[src/rtl/ld_st_ctrl_pkg.sv]
// Shared definitions for the load/store controller: transfer-flag bit
// indices, access-size encodings, FSM state encoding and the lane helpers
// used for store replication and load lane selection.
package ld_st_ctrl_pkg;

  // Bit positions inside transf_f
  localparam int P_I = 0;  // pre-index: access at the updated address
  localparam int U_I = 1;  // add offset (else subtract)
  localparam int W_I = 2;  // write updated address back to rn

  localparam logic [1:0] SZ_BYTE = 2'b00;
  localparam logic [1:0] SZ_HALF = 2'b01;
  localparam logic [1:0] SZ_WORD = 2'b10;

  typedef enum logic [2:0] {
    ST_IDLE = 3'd0,
    ST_CALC = 3'd1,
    ST_BUS  = 3'd2,
    ST_WB   = 3'd3,
    ST_ERR  = 3'd4
  } state_t;

  // Store data is replicated so every byte lane carries the value and the
  // memory picks the lane it needs from the address.
  function automatic logic [31:0] st_lanes(input logic [1:0] sz, input logic [31:0] d);
    logic [31:0] r;
    case (sz)
      SZ_BYTE: r = {4{d[7:0]}};
      SZ_HALF: r = {2{d[15:0]}};
      default: r = d;  // word and the reserved 2'b11 encoding
    endcase
    return r;
  endfunction

  // Pick the addressed lane out of the read word and zero-extend it.
  function automatic logic [31:0] ld_lane(input logic [1:0] sz, input logic [1:0] a,
                                          input logic [31:0] d);
    logic [31:0] r;
    case (sz)
      SZ_BYTE: begin
        case (a)
          2'd0:    r = {24'd0, d[7:0]};
          2'd1:    r = {24'd0, d[15:8]};
          2'd2:    r = {24'd0, d[23:16]};
          default: r = {24'd0, d[31:24]};
        endcase
      end
      SZ_HALF: r = a[1] ? {16'd0, d[31:16]} : {16'd0, d[15:0]};
      default: r = d;
    endcase
    return r;
  endfunction

endpackage

[src/rtl/ldst_agu.sv]
// Address generation for ld_st_ctrl: base +/- offset, pre/post-index select.
// Latency: combinational. Backpressure: none.
// Ports: i_rn_val/i_op2 base and offset, i_transf_f flags; o_addr access address, o_wb write-back value.
module ldst_agu
  import ld_st_ctrl_pkg::*;
(
  input  logic [31:0] i_rn_val,
  input  logic [31:0] i_op2,
  input  logic [4:0]  i_transf_f,
  output logic [31:0] o_addr,
  output logic [31:0] o_wb
);

  logic [31:0] w_eff;
  logic        w_unused_flags;

  assign w_eff  = i_transf_f[U_I] ? (i_rn_val + i_op2) : (i_rn_val - i_op2);
  // Post-indexed accesses use the unmodified base; the update still goes back.
  assign o_addr = i_transf_f[P_I] ? w_eff : i_rn_val;
  assign o_wb   = w_eff;

  // Only P/U matter here; W and the spare flag bits are consumed elsewhere.
  assign w_unused_flags = ^i_transf_f;

endmodule

[src/rtl/ld_st_ctrl.sv]
// Load/store controller: one memory transfer per request, with base-register write-back.
// Latency: start->mem_req 2 edges, ack->done 1 edge; timeout after TIMEOUT_CYCLES BUS cycles.
// Backpressure: ready=0 while busy; start is ignored (not queued) until ready returns.
// Ports: clk, rst (async, active-high); request start/is_load/transf_f/size/rn_val/op2/rd_val;
//   memory mem_req/mem_we/mem_addr/mem_wdata/mem_size, mem_ack/mem_rdata;
//   status ready/done/fault; write-back rd_we/rd_data, rn_we/rn_data. All outputs registered.
// Optional: define LDST_ALIGN_CHECK_EN to fault misaligned half/word accesses in CALC.
module ld_st_ctrl
  import ld_st_ctrl_pkg::*;
#(
  parameter int TIMEOUT_CYCLES = 16
) (
  input  logic        clk,
  input  logic        rst,
  input  logic        start,
  input  logic        is_load,
  input  logic [4:0]  transf_f,
  input  logic [1:0]  size,
  input  logic [31:0] rn_val,
  input  logic [31:0] op2,
  input  logic [31:0] rd_val,
  output logic        mem_req,
  output logic        mem_we,
  output logic [31:0] mem_addr,
  output logic [31:0] mem_wdata,
  output logic [1:0]  mem_size,
  input  logic        mem_ack,
  input  logic [31:0] mem_rdata,
  output logic        ready,
  output logic        done,
  output logic        fault,
  output logic        rd_we,
  output logic        rn_we,
  output logic [31:0] rd_data,
  output logic [31:0] rn_data
);

  localparam logic [7:0] TO_LIM = 8'(TIMEOUT_CYCLES);

  state_t      r_state, w_nxt_state;
  logic [7:0]  r_cnt, w_cnt_nxt, w_cnt_inc;
  logic        r_is_load;
  logic [4:0]  r_flags;
  logic [1:0]  r_size;
  logic [31:0] r_rn, r_op2, r_rd, r_wb;
  logic [31:0] w_agu_addr, w_agu_wb;
  logic        w_misalign;

  ldst_agu u_agu (
    .i_rn_val   (r_rn),
    .i_op2      (r_op2),
    .i_transf_f (r_flags),
    .o_addr     (w_agu_addr),
    .o_wb       (w_agu_wb)
  );

`ifdef LDST_ALIGN_CHECK_EN
  // Size 2'b11 behaves as word, hence the test on size[1].
  assign w_misalign = ((r_size == SZ_HALF) && w_agu_addr[0]) ||
                      (r_size[1] && (w_agu_addr[1:0] != 2'b00));
`else
  assign w_misalign = 1'b0;
`endif

  assign w_cnt_inc = r_cnt + 8'd1;

  always_ff @(posedge clk or posedge rst) begin
    if (rst) r_state <= ST_IDLE;
    else     r_state <= w_nxt_state;
  end

  always_comb begin
    w_nxt_state = r_state;
    w_cnt_nxt   = 8'd0;  // counter is zero everywhere outside BUS
    case (r_state)
      ST_IDLE: if (start) w_nxt_state = ST_CALC;
      ST_CALC: w_nxt_state = w_misalign ? ST_ERR : ST_BUS;
      ST_BUS: begin
        // An ack arriving on the same edge the count expires still completes.
        if (mem_ack)                  w_nxt_state = ST_WB;
        else if (w_cnt_inc == TO_LIM) w_nxt_state = ST_ERR;
        else                          w_cnt_nxt   = w_cnt_inc;
      end
      ST_WB:   w_nxt_state = ST_IDLE;
      ST_ERR:  w_nxt_state = ST_IDLE;
      default: w_nxt_state = ST_IDLE;
    endcase
  end

  // Outputs are registered from the next state so they line up with it.
  always_ff @(posedge clk or posedge rst) begin
    if (rst) begin
      r_cnt     <= 8'd0;
      r_is_load <= 1'b0;
      r_flags   <= 5'd0;
      r_size    <= 2'b00;
      r_rn      <= 32'd0;
      r_op2     <= 32'd0;
      r_rd      <= 32'd0;
      r_wb      <= 32'd0;
      ready     <= 1'b1;
      done      <= 1'b0;
      fault     <= 1'b0;
      rd_we     <= 1'b0;
      rn_we     <= 1'b0;
      rd_data   <= 32'd0;
      rn_data   <= 32'd0;
      mem_req   <= 1'b0;
      mem_we    <= 1'b0;
      mem_addr  <= 32'd0;
      mem_wdata <= 32'd0;
      mem_size  <= 2'b00;
    end else begin
      r_cnt   <= w_cnt_nxt;
      ready   <= (w_nxt_state == ST_IDLE);
      mem_req <= (w_nxt_state == ST_BUS);
      done    <= (w_nxt_state == ST_WB) || (w_nxt_state == ST_ERR);
      fault   <= (w_nxt_state == ST_ERR);
      rd_we   <= (w_nxt_state == ST_WB) && r_is_load;
      rn_we   <= (w_nxt_state == ST_WB) && r_flags[W_I];

      if ((r_state == ST_IDLE) && start) begin
        r_is_load <= is_load;
        r_flags   <= transf_f;
        r_size    <= size;
        r_rn      <= rn_val;
        r_op2     <= op2;
        r_rd      <= rd_val;
      end

      if (r_state == ST_CALC) r_wb <= w_agu_wb;

      // Bus fields are loaded once on BUS entry and held until exit.
      if ((r_state == ST_CALC) && (w_nxt_state == ST_BUS)) begin
        mem_addr  <= w_agu_addr;
        mem_we    <= ~r_is_load;
        mem_size  <= r_size;
        mem_wdata <= st_lanes(r_size, r_rd);
      end else if (w_nxt_state != ST_BUS) begin
        mem_addr  <= 32'd0;
        mem_we    <= 1'b0;
        mem_size  <= 2'b00;
        mem_wdata <= 32'd0;
      end

      if ((r_state == ST_BUS) && (w_nxt_state == ST_WB)) begin
        rn_data <= r_wb;
        if (r_is_load) rd_data <= ld_lane(mem_size, mem_addr[1:0], mem_rdata);
      end
    end
  end

endmodule

[config.mk]
export PLATFORM = sky130hd
export DESIGN_NAME = ld_st_ctrl
export DESIGN_NICKNAME = d
export VERILOG_FILES = /design/src/rtl/ld_st_ctrl_pkg.sv /design/src/rtl/ldst_agu.sv /design/src/rtl/ld_st_ctrl.sv
export SDC_FILE = /design/constraint.sdc
export NUM_CORES = 1
export LEC_CHECK = 0
export ABC_CLOCK_PERIOD_IN_PS = 31500
export CAP_MARGIN = 20
export CELL_PAD_IN_SITES_DETAIL_PLACEMENT = 2
export CELL_PAD_IN_SITES_GLOBAL_PLACEMENT = 2
export CORE_ASPECT_RATIO = 1.5
export CORE_UTILIZATION = 36
export CTS_CLUSTER_DIAMETER = 60
export DETAILED_ROUTE_END_ITERATION = 6
export PLACE_DENSITY = 0.83
export SYNTH_ARGS = -nofsm -noshare
export SYNTH_HDL_FRONTEND = slang
export SYNTH_HIERARCHICAL = 1
export SYNTH_SLANG_ARGS = --single-unit
[constraint.sdc]
create_clock -name clk -period 31.5 [get_ports clk]
set_clock_uncertainty 0.05 [all_clocks]
set_input_delay 6.3 -clock clk [delete_from_list [all_inputs] [get_ports clk]]
set_output_delay 6.3 -clock clk [all_outputs]
set_load 0.05 [all_outputs]
# Word-level counts from Yosys, hierarchy flattened
# Index checks and enable logic that the tools add are counted.
[word_totals]
regBits = 282
input_bits = 140
wordCells = 69
[classes]
n_addsub = 3
n_eq_ne = 11
n_mux = 20
bitwise = 1
reduce_logical = 13
[op_table]
columns = ["op", "n"]
rows = [
  ["2-to-1 mux 32 bit", 5],
  ["case mux 32 bit (2 select lines)", 2],
  ["adder 32 bit", 1],
  ["subtractor 32 bit", 1],
  ["2-to-1 mux 8 bit", 3],
  ["case mux 8 bit (3 select lines)", 1],
  ["2-to-1 mux 16 bit", 1],
  ["equality test 3 x 2 -> 1 bit (second input constant)", 3],
  ["2-to-1 mux 3 bit", 3],
  ["case mux 3 bit (3 select lines)", 1],
  ["adder 8 x 1 -> 8 bit (second input constant)", 1],
  ["equality test 8 x 5 -> 1 bit (second input constant)", 1],
  ["equality test 2 x 1 -> 1 bit (second input constant)", 3],
  ["zero test 2 bit", 3],
  ["zero test 3 bit", 2],
  ["logical AND 1 bit", 5],
  ["2-to-1 mux 2 bit", 2],
  ["equality test 3 x 1 -> 1 bit (second input constant)", 1],
  ["equality test 3 bit (second input constant)", 1],
  ["inequality test 3 x 2 -> 1 bit (second input constant)", 1],
  ["equality test 2 bit (second input constant)", 1],
  ["2-to-1 mux 1 bit", 2],
  ["AND reduction 2 bit", 1],
  ["nonzero test 2 bit", 1],
  ["2 further kinds", 2],
]

# Longest topological paths before layout
[depth]
ltp_word = 8
mapped_depth = 18
mapped_depth_nobuf = 18

# Hierarchy
# Netlist, hierarchy kept.
[by_module_without_submodules]
columns = ["mod", "n_inst", "cells_per_inst", "area_each_um2", "seq_area_each_um2"]
rows = [
  ["ld_st_ctrl", 1, 875, 11432.2, 7108.1],
  ["ldst_agu", 1, 384, 2696.3, 0.0],
]

# Worst setup path before layout
# OpenSTA, ideal clock, no wires.
[synth_path]
path_kind = "in2reg"
from = "input mem_ack"
to = "register mem_addr[12]"
setup_ns = 0.065
t_arrival_ns = 7.550
slack_ns = 23.835
stages = 5
path_buffers = 2
path_cell_list = "or4b_4 -> buf_6 -> a31oi_4 -> buf_6 -> a22o_2"
[synth_between]
elab_chain_cells = 5
elab_cells_between_ends = 7
[synth_lines]
columns = ["element", "line", "rtl"]
rows = [
  ["start, declared", "ld_st_ctrl.sv:27", "input logic mem_ack,"],
  ["2-to-1 mux 3 bit *", "ld_st_ctrl.sv:80", "if (mem_ack) w_nxt_state = ST_WB;"],
  ["case mux 3 bit (3 select lines) *", "ld_st_ctrl.sv:75", "case (r_state)"],
  ["equality test 3 x 2 -> 1 bit", "ld_st_ctrl.sv:134", "if ((r_state == ST_CALC) && (w_nxt_state == ST_BUS)) begin"],
  ["logical AND 1 bit", "ld_st_ctrl.sv:134", ""],
  ["2-to-1 mux 32 bit / nonzero test 2 bit (equally long branches)", "-", ""],
  ["end signal, assigned", "ld_st_ctrl.sv:135", "mem_addr <= w_agu_addr;"],
  ["end, declared", "ld_st_ctrl.sv:24", "output logic [31:0] mem_addr,"],
]
# Every way passes the cells marked *; elsewhere a longest branch is shown, timed or not.
# A chain may end at the register's enable or synchronous reset.

==> impl_metrics.tcl <==
set metrics [dict create \
    start_util 0.3658 \
    syn_area_mm2 0.01406 \
    vias_per_cell 5.465 \
    fin_crit_sh 0.2982 \
    period_needed_ns 9.394 \
    hold_buffers 0 \
    setup_violations 0 \
    relSlewSlack 0.2682 \
    dp.cells 1968 \
    cts_tree "done" \
    min_to "r_wb[29]" \
    post-dp-hpwl_um 33570 \
    grt_max_degree 89 \
    rr_endpoint "mem_addr[30]" \
    path_class "in -> async" \
    fmax_ghz 0.1065 \
    start_kind "input pin" \
    layout-drive-gt1-share 0.1641 \
    die_h_um 244.0 \
    cts_resized 0 \
    wire_per_inst_um 23.94 \
    finalSetupTns_ns 0 \
    clk_pin_slew_ns 0.06 \
    gp_congestion 0.8290 \
    reg2reg_depth 16 \
    ant_nets 0 \
    grt_pass1_vias 12700 \
    cts_buffer_depth 3 \
    min_path_type "reg -> reg" \
    synth_nets 1436 \
    fp-row-count 88 \
    grt_pass1_wl_um 74860 \
    worst_slew_pin_slew_ns 1.098 \
    cp.arrival_ns 9.90 \
    root_buffer "clkbuf_16" \
    first_pass_iters 4 \
    syn_area_per_cell_um2 11.20 \
    core_mm2 0.03843 \
    first_iter_violations 485 \
    status "finished clean" \
    drv_cap 0 \
    drcViolationCount 0 \
    cts_made_buffers 30 \
    finalHoldViolCount 0 \
    hold_path_depth 2 \
    vias 11100 \
    grt_antenna_before_repair 9 \
    crit_required_ns 32.01 \
    crit_path_end_kind "asynchronous set/reset pin" \
    io_pins 277 \
    yosys_warnings 6 \
    grt_usage 0.2438 \
    overflow 0 \
    cts_setup_buffers 0 \
    synthToLayoutAreaGrowth_pct 29.57 \
    rr_startpoint "r_op2[5]" \
    hold_path_startpoint "r_wb[29]" \
    cts.htree.levels 1 \
    crit_fanout 88 \
    drt-total-wl_um 48630 \
    maxSlewViolCount 0 \
    clock_latency_ns 0.57 \
    dieWidth_um 163.3 \
    clock_sinks 282 \
    rsz0062_at_grt "false" \
    port_buffers 274 \
    final_cells 2031 \
    dieArea_mm2 0.03985 \
    syn_inst 1255 \
    r2r_slack_ns 25.88 \
    fin_nets 1687 \
]
==> metrics by stage <==
step                      hold WS, ns    util  setup WS (ns)  instance area, um2
after floorplan                0.3830       -          17.37               14060
after global placement         0.3994  0.4469          21.48               17170
after detailed placement       0.4114  0.4469          21.38               17170
after CTS                      0.4240  0.4732          21.97               18180
after global routing           0.4533  0.4739          21.61               18210
final                          0.4183  0.4740          22.11               18210
==> critical path: stages <==
cell             delay (ns)
clkdlybuf4s50_1        0.50
inv_8                  0.45
buf_4                  0.80
buf_4                  0.79
buf_4                  0.86
==> area by class of cell <==
class / instances / area [um2]
Antenna cell: 6 / 15.01
Clock buffer: 44 / 884.6
Clock inverter: 12 / 125.1
Fill cell: 3867 / 20210
Inverter: 26 / 105.1
Multi-Input combinational cell: 877 / 6543
Sequential cell: 282 / 7058
Tap cell: 495 / 619.3
Timing Repair Buffer: 289 / 2863
==> state kept, by name, indices dropped and copies added, names as in the netlist <==
name and count:
mem_we 1, rn_data 32, r_rd 32, r_op2 32, mem_addr 32, mem_wdata 32
r_size 2, mem_req 1, r_state 3, done 1, r_wb 32, r_flags 3
mem_size 2, rn_we 1, r_is_load 1, ready 1, r_cnt 8, r_rn 32
fault 1, rd_data 32, rd_we 1
==> metal layers <==
metal | vias to the layer above | share of wire | global-route usage
met5 | - | 0.0012 | 0
met4 | 8 | 0.033 | 0.09483
met3 | 89 | 0.046 | 0.03850
met2 | 300 | 0.55 | 0.4563
met1 | 5745 | 0.37 | 0.2701
li1 | 4957 | - | -
==> layout by cell type, fill, tap and decap left out, types with 5 or more instances in the layout <==
cell type        instances
mux4_2                   6
o22ai_1                  6
a31oi_1                  7
o2bb2ai_1               17
clkbuf_8                 6
a221oi_1                 8
o31ai_1                  5
mux2i_1                 26
inv_1                   23
a21oi_1                 62
nor3_1                  18
nand2_1                176
buf_4                   14
mux2_2                 161
diode_2                  6
nor2b_1                  8
nand3_1                 13
a21o_1                   9
clkbuf_16               31
o21ai_0                 43
clkdlybuf4s50_1        274
clkinv_2                 5
a22o_1                  55
and2_1                   6
a221o_1                  7
nor2_1                  75
xor2_1                  40
clkbuf_1                 7
xnor2_1                 25
dfrtp_1                281
ha_1                    40
==> worst max-delay path by stage <==
stage / depth (start not counted) / startpoint / to
floorplan: 1 / rst / done
global placement: 5 / rst / r_wb[6]
detailed placement: 5 / rst / rn_data[6]
CTS: 5 / rst / r_wb[5]
global route: 5 / rst / mem_addr[6]
finish: 5 / rst / mem_addr[6]
Power is left out: the tool's default activity adds up to more than one toggle a clock period on the data nets, which glitch-free logic cannot reach.
